### src/rtl/alu_muldiv_unit.sv
`timescale 1ns/1ps
// Iterative multiply/divide unit. It handles the RV32M-class ALU operation
// codes that the single-cycle ALU cannot complete in one cycle. The latency is
// fixed at WIDTH+1 edges from the accepted start to the registered result.
//
// Ports:
//   clk             clock; all state updates on the rising edge
//   reset           synchronous, active-low reset
//   start_i         request; sampled only while busy_o is low
//   ALU_Operation_i 4-bit operation code, sampled with start_i
//   operand_a_i     rs1 value (multiplicand / dividend)
//   operand_b_i     rs2 value (multiplier / divisor)
//   busy_o          high while an operation is in progress
//   done_o          one-cycle pulse; result_o is valid
//   result_o        result, held until the next operation completes
//   div_by_zero_o   divisor was zero on a div/rem op; held until next done_o
module alu_muldiv_unit #(
   parameter int unsigned WIDTH = 32,
   parameter int unsigned CNT_W = 6
) (
   input  logic             clk,
   input  logic             reset,
   input  logic             start_i,
   input  logic [3:0]       ALU_Operation_i,
   input  logic [WIDTH-1:0] operand_a_i,
   input  logic [WIDTH-1:0] operand_b_i,
   output logic             busy_o,
   output logic             done_o,
   output logic [WIDTH-1:0] result_o,
   output logic             div_by_zero_o
);

   localparam int unsigned DW = 2 * WIDTH;

   localparam logic [3:0] OP_MUL   = 4'b1000;
   localparam logic [3:0] OP_MULHU = 4'b1001;
   localparam logic [3:0] OP_MULH  = 4'b1010;
   localparam logic [3:0] OP_DIVU  = 4'b1011;
   localparam logic [3:0] OP_REMU  = 4'b1100;
   localparam logic [3:0] OP_DIV   = 4'b1101;
   localparam logic [3:0] OP_REM   = 4'b1110;

   typedef enum logic [1:0] {IDLE, RUN, FIX} state_t;

   state_t           state, state_d;
   logic [CNT_W-1:0] cnt, cnt_d;
   logic [3:0]       op, op_d;
   logic [DW-1:0]    acc, acc_d;       // product, or {remainder, quotient}
   logic [WIDTH-1:0] opnd, opnd_d;     // multiplicand or divisor magnitude
   logic [WIDTH-1:0] raw_a, raw_a_d;   // original dividend for x/0 remainders
   logic             neg, neg_d;       // result must be negated
   logic             b_zero, b_zero_d;
   logic             busy_d, done_d, dbz_d;
   logic [WIDTH-1:0] result_d;

   // Input decode for an accepted start
   logic             in_mul, in_div, in_sgn, a_neg, b_neg;
   logic [WIDTH-1:0] mag_a, mag_b;

   assign in_mul = (ALU_Operation_i == OP_MUL) || (ALU_Operation_i == OP_MULHU) ||
                   (ALU_Operation_i == OP_MULH);
   assign in_div = (ALU_Operation_i == OP_DIVU) || (ALU_Operation_i == OP_REMU) ||
                   (ALU_Operation_i == OP_DIV)  || (ALU_Operation_i == OP_REM);
   assign in_sgn = (ALU_Operation_i == OP_MULH) || (ALU_Operation_i == OP_DIV) ||
                   (ALU_Operation_i == OP_REM);
   assign a_neg  = in_sgn & operand_a_i[WIDTH-1];
   assign b_neg  = in_sgn & operand_b_i[WIDTH-1];
   // The most-negative value maps onto the unsigned magnitude 2^(WIDTH-1)
   assign mag_a  = a_neg ? -operand_a_i : operand_a_i;
   assign mag_b  = b_neg ? -operand_b_i : operand_b_i;

   // One shift-add multiply step on the product register
   logic             run_mul;
   logic [WIDTH:0]   mul_sum;
   logic [DW-1:0]    mul_next;

   assign run_mul  = (op == OP_MUL) || (op == OP_MULHU) || (op == OP_MULH);
   assign mul_sum  = {1'b0, acc[DW-1:WIDTH]} + {1'b0, opnd};
   assign mul_next = acc[0] ? {mul_sum, acc[WIDTH-1:1]} : {1'b0, acc[DW-1:1]};

   // One restoring divide step; the remainder always fits WIDTH bits
   logic [WIDTH:0]   div_shift, div_diff;
   logic             div_ge;
   logic [WIDTH-1:0] rem_new;
   logic [DW-1:0]    div_next;

   assign div_shift = {acc[DW-1:WIDTH], acc[WIDTH-1]};
   assign div_diff  = div_shift - {1'b0, opnd};
   assign div_ge    = ~div_diff[WIDTH];
   assign rem_new   = div_ge ? div_diff[WIDTH-1:0] : div_shift[WIDTH-1:0];
   assign div_next  = {rem_new, acc[WIDTH-2:0], div_ge};

   // Final sign correction and special-case selection
   logic [DW-1:0]    acc_neg;
   logic [WIDTH-1:0] quo, rem, fix_res;
   logic             fix_dbz;

   assign acc_neg = -acc;
   assign quo     = acc[WIDTH-1:0];
   assign rem     = acc[DW-1:WIDTH];

   always_comb begin
      fix_res = '0;
      fix_dbz = 1'b0;
      case (op)
         OP_MUL:   fix_res = quo;
         OP_MULHU: fix_res = rem;
         OP_MULH:  fix_res = neg ? acc_neg[DW-1:WIDTH] : rem;
         OP_DIVU:  begin
            fix_dbz = b_zero;
            fix_res = b_zero ? '1 : quo;
         end
         OP_REMU:  begin
            fix_dbz = b_zero;
            fix_res = b_zero ? raw_a : rem;
         end
         OP_DIV:   begin
            fix_dbz = b_zero;
            fix_res = b_zero ? '1 : (neg ? -quo : quo);
         end
         OP_REM:   begin
            fix_dbz = b_zero;
            fix_res = b_zero ? raw_a : (neg ? -rem : rem);
         end
         default:  fix_res = '0;
      endcase
   end

   // Next-state and next-output logic
   always_comb begin
      state_d  = state;
      cnt_d    = cnt;
      op_d     = op;
      acc_d    = acc;
      opnd_d   = opnd;
      raw_a_d  = raw_a;
      neg_d    = neg;
      b_zero_d = b_zero;
      busy_d   = busy_o;
      done_d   = 1'b0;
      dbz_d    = div_by_zero_o;
      result_d = result_o;
      case (state)
         IDLE: begin
            if (start_i) begin
               state_d  = RUN;
               cnt_d    = CNT_W'(WIDTH - 1);
               op_d     = ALU_Operation_i;
               acc_d    = {{WIDTH{1'b0}}, (in_mul ? mag_b : mag_a)};
               opnd_d   = in_mul ? mag_a : mag_b;
               raw_a_d  = operand_a_i;
               neg_d    = (ALU_Operation_i == OP_REM) ? a_neg : (a_neg ^ b_neg);
               b_zero_d = in_div && (operand_b_i == '0);
               busy_d   = 1'b1;
            end
         end
         RUN: begin
            acc_d = run_mul ? mul_next : div_next;
            if (cnt == '0) state_d = FIX;
            else           cnt_d   = cnt - CNT_W'(1);
         end
         FIX: begin
            state_d  = IDLE;
            result_d = fix_res;
            dbz_d    = fix_dbz;
            done_d   = 1'b1;
            busy_d   = 1'b0;
         end
         default: state_d = IDLE;
      endcase
   end

   // State and output registers
   always_ff @(posedge clk) begin
      if (!reset) begin
         state         <= IDLE;
         cnt           <= '0;
         op            <= '0;
         acc           <= '0;
         opnd          <= '0;
         raw_a         <= '0;
         neg           <= 1'b0;
         b_zero        <= 1'b0;
         busy_o        <= 1'b0;
         done_o        <= 1'b0;
         result_o      <= '0;
         div_by_zero_o <= 1'b0;
      end else begin
         state         <= state_d;
         cnt           <= cnt_d;
         op            <= op_d;
         acc           <= acc_d;
         opnd          <= opnd_d;
         raw_a         <= raw_a_d;
         neg           <= neg_d;
         b_zero        <= b_zero_d;
         busy_o        <= busy_d;
         done_o        <= done_d;
         result_o      <= result_d;
         div_by_zero_o <= dbz_d;
      end
   end

endmodule

### config.mk
export PLATFORM = sky130hd
export DESIGN_NAME = alu_muldiv_unit
export DESIGN_NICKNAME = d
export VERILOG_FILES = /design/src/rtl/alu_muldiv_unit.sv
export SDC_FILE = /design/constraint.sdc
export NUM_CORES = 1
export LEC_CHECK = 0
export CAP_MARGIN = 15
export CORE_ASPECT_RATIO = 1.25
export CORE_MARGIN = 10
export CORE_UTILIZATION = 40
export DETAILED_ROUTE_END_ITERATION = 8
export SYNTH_ARGS = -nofsm -noshare
export SYNTH_HDL_FRONTEND = slang
export SYNTH_SLANG_ARGS = --single-unit
### constraint.sdc
create_clock -name clk -period 10.4 [get_ports clk]
set_input_delay 1.56 -clock clk [delete_from_list [all_inputs] [get_ports clk]]
set_output_delay 1.56 -clock clk [all_outputs]
set_load 0.02 [all_outputs]
==> flow_summary.json <==
{
  "period_needed_ns": 4.71,
  "seqPwrFrac_pct": 28.4,
  "insertedDiodeCount": 0,
  "insertion_delay_ns": 0.47,
  "holdBufCountCts": 0,
  "endpoint_kind": "register",
  "async_flop_share_pct": 0,
  "core_area_um2": 41900,
  "synth_top_area_share_pct": 20.9,
  "synth_edf_count": 0,
  "drtIter0Drc": 1914,
  "synth.area.top_cells": "dfxtp_1 (21%), nand2_1 (8.6%), a21oi_1 (7.8%), xnor2_1 (6.1%), o21ai_0 (5.7%)",
  "p_int_mw": 1.67,
  "switching_share_pct": 47.3,
  "drive_gt1_share_pct": 4.22,
  "cp-start-kind": "primary input",
  "max_freq_mhz": 212,
  "critical_path_required_ns": 10.77,
  "holdPathStages": 2,
  "hold_violations": 0,
  "die_y_um": 250,
  "wl_per_cell_um": 24.4,
  "routed-via-count": 18600,
  "fin_skew_ns": 0.0179,
  "cp_max_fo": 15,
  "clk_pin_slew_ns": 0.09,
  "syn_to_final_growth_pct": 10.9,
  "nNetsFinal": 2524,
  "cts_sinks": 177,
  "grt_usage_pct": 27.1,
  "via_per_inst": 6.30,
  "cts_buffer_depth": 2,
  "slew_viol_final": 0,
  "htree_levels": 4,
  "worst-r2r-setup-slack_ns": 5.71,
  "grt_start_max_net_pins": 91,
  "hold_end": "result_o[10]",
  "place.gp.congestion": 0.984,
  "r2r-end": "acc[63]",
  "postSynthAreaPerCell_um2": 6.94,
  "ios": 106,
  "r2r-start": "acc[31]",
  "rsz0062_at_grt": "no",
  "cts_inserted_buffers": 17,
  "synthTopCellsByCount": "nand2_1 (387), a21oi_1 (265), o21ai_0 (193), clkbuf_1 (183), dfxtp_1 (177)",
  "grt_first_pass_wirelength_mm": 109,
  "dominantRegCellSynth": "dfxtp_1",
  "synth_most_common_cell": "nand2_1",
  "die_x_um": 204,
  "path_class": "in2reg",
  "power_leakage_nw": 6.75,
  "ys_types": 80,
  "post-route-period-util_pct": 45.3,
  "max-cap-violations": 0,
  "syn-cell-area_um2": 16900,
  "yosysWarnings": 0,
  "netlist_instances": 2440,
  "rows": 84,
  "p_sw_mw": 1.50,
  "whs_ns": 0.455,
  "post-cts-setup-buffers": 0,
  "clkPwrFrac_pct": 22.3,
  "drcViolationCount": 0,
  "slew_headroom_pct": 16.1,
  "cts_resized": 0,
  "numPortBuffers": 105,
  "ant_nets": 0,
  "root_buffer": "clkbuf_16",
  "ys_seq_elements": 177,
  "combPwrFrac_pct": 49.3,
  "firstDrtPassIters": 6,
  "fin_tns_setup_ns": 0,
  "synth_top_area_cell": "dfxtp_1",
  "grt_overflow_total": 0,
  "worstMarginPinSlew_ns": 1.25,
  "status": "finished clean",
  "ff2ff_path_depth": 13,
  "finalSetupViolCount": 0,
  "seq_area_frac_synth_pct": 20.9,
  "grt_pass1_vias": 17500,
  "power_density_nw_per_um2": 169,
  "tritoncts": "done",
  "place_hpwl_mm": 54.7,
  "peakVddDrop_mv": 0.108,
  "routed_wl_mm": 72.0,
  "dieArea_um2": 51000,
  "syn_nets": 2583,
  "initial_core_util_pct": 40.4,
  "min_from": "result_o[10]",
  "min_path_type": "reg2reg",
  "cp.arrival_ns": 5.08,
  "antenna_found_initial": 0
}
flip-flops by register name, summed over array words and instances, names as in the netlist:
register / cells
acc: 64
cnt: 6
result_o: 32
state: 2
op: 4
raw_a: 32
done_o: 1
div_by_zero_o: 1
b_zero: 1
busy_o: 1
neg: 1
opnd: 32
through the flow:
stage | power (mW) | utilization [%] | setup slack, ns | instances | area, µm²
6_report | 3.17 | 44.8 | 5.69 | 2953 | 18800
5_1_grt | 3.32 | 44.8 | 5.45 | 2953 | 18800
4_1_cts | 3.13 | 44.8 | 5.77 | 2953 | 18800
3_5_place_dp | 2.43 | 43.3 | 5.32 | 2921 | 18200
3_3_place_gp | 2.41 | 43.3 | 5.31 | 2921 | 18200
2_1_floorplan | 1.95 | - | 6.59 | 2440 | 16900
cells by family (layout without fill, tap and decap cells):
group	count (synthesis)	count (layout)	synth area share, %
flip-flops	177	177	20.9
buffers and inverters	277	231	6.32
multiplexers	51	51	3.04
XOR/XNOR	188	188	9.72
AND/OR/NAND/NOR	815	815	22.2
AO/OA/AOI/OAI	860	860	32.4
adder cells (fa/ha/maj)	72	72	5.41
cells in the final DEF, fill, tap and decap left out, drive strengths merged, types with 26 or more instances in the layout:
| cell | synthesis | layout |
|---|---|---|
| o31ai | 35 | 35 |
| a211oi | 36 | 36 |
| a22oi | 26 | 26 |
| a221oi | 36 | 36 |
| nor3 | 47 | 47 |
| buf | 30 | 30 |
| a21o | 35 | 35 |
| clkdlybuf4s50 | 0 | 105 |
| dfxtp | 177 | 177 |
| xor2 | 70 | 70 |
| inv | 61 | 70 |
| nand2b | 28 | 28 |
| nand2 | 387 | 387 |
| a21oi | 265 | 265 |
| o21ai | 205 | 205 |
| nand3 | 62 | 62 |
| mux2i | 47 | 47 |
| nor2 | 136 | 136 |
| ha | 70 | 70 |
| o211ai | 38 | 38 |
| xnor2 | 118 | 118 |
final cells by class:
| type | instances | area, µm² |
|---|---|---|
| fill | 4380 | 23100 |
| multi-input combinational | 1986 | 12400 |
| sequential | 177 | 3550 |
| timing repair buffer | 135 | 1280 |
| tap | 559 | 699 |
| clock buffer | 18 | 429 |
| inverter | 64 | 240 |
| clock inverter | 14 | 185 |
how the worst max path moves through the flow:
stage,end,depth (start not counted),startpoint,slack [ns]
after detailed placement,acc[4],9,ALU_Operation_i[2],5.32
after global placement,acc[6],10,ALU_Operation_i[2],5.31
final,acc[4],9,ALU_Operation_i[2],5.69
after floorplan,acc[27],8,operand_b_i[7],6.59
after CTS,acc[63],13,acc[31],5.77
after global routing,acc[63],12,acc[32],5.45
power groups by stage:
stage / combinational (mW) / clock (mW) / sequential [mW]
after CTS: 1.53 / 0.711 / 0.891
after global routing: 1.69 / 0.731 / 0.903
after global placement: 1.51 / 0 / 0.905
after detailed placement: 1.52 / 0 / 0.907
after floorplan: 1.16 / 0 / 0.789
final: 1.56 / 0.706 / 0.899
critical path, stage by stage:
cell             delay (ns)
clkdlybuf4s50_1        0.59
nand3b_1               0.15
a21boi_0               0.97
nand2_1                0.65
a21oi_1                0.33
xnor2_1                0.19
a211oi_1               0.28
a211oi_1               0.07
a311oi_1               0.27
metal layers:
layer | wire length [µm] | vias to the layer above | global-route usage, %
met3 | 5540 | 153 | 3.94
met2 | 33200 | 858 | 44.1
li1 | - | 8769 | -
met4 | 3470 | 0 | 13.1
met5 | 0 | - | 0
met1 | 29800 | 8829 | 34.4
(Power assumes the default switching activity.)
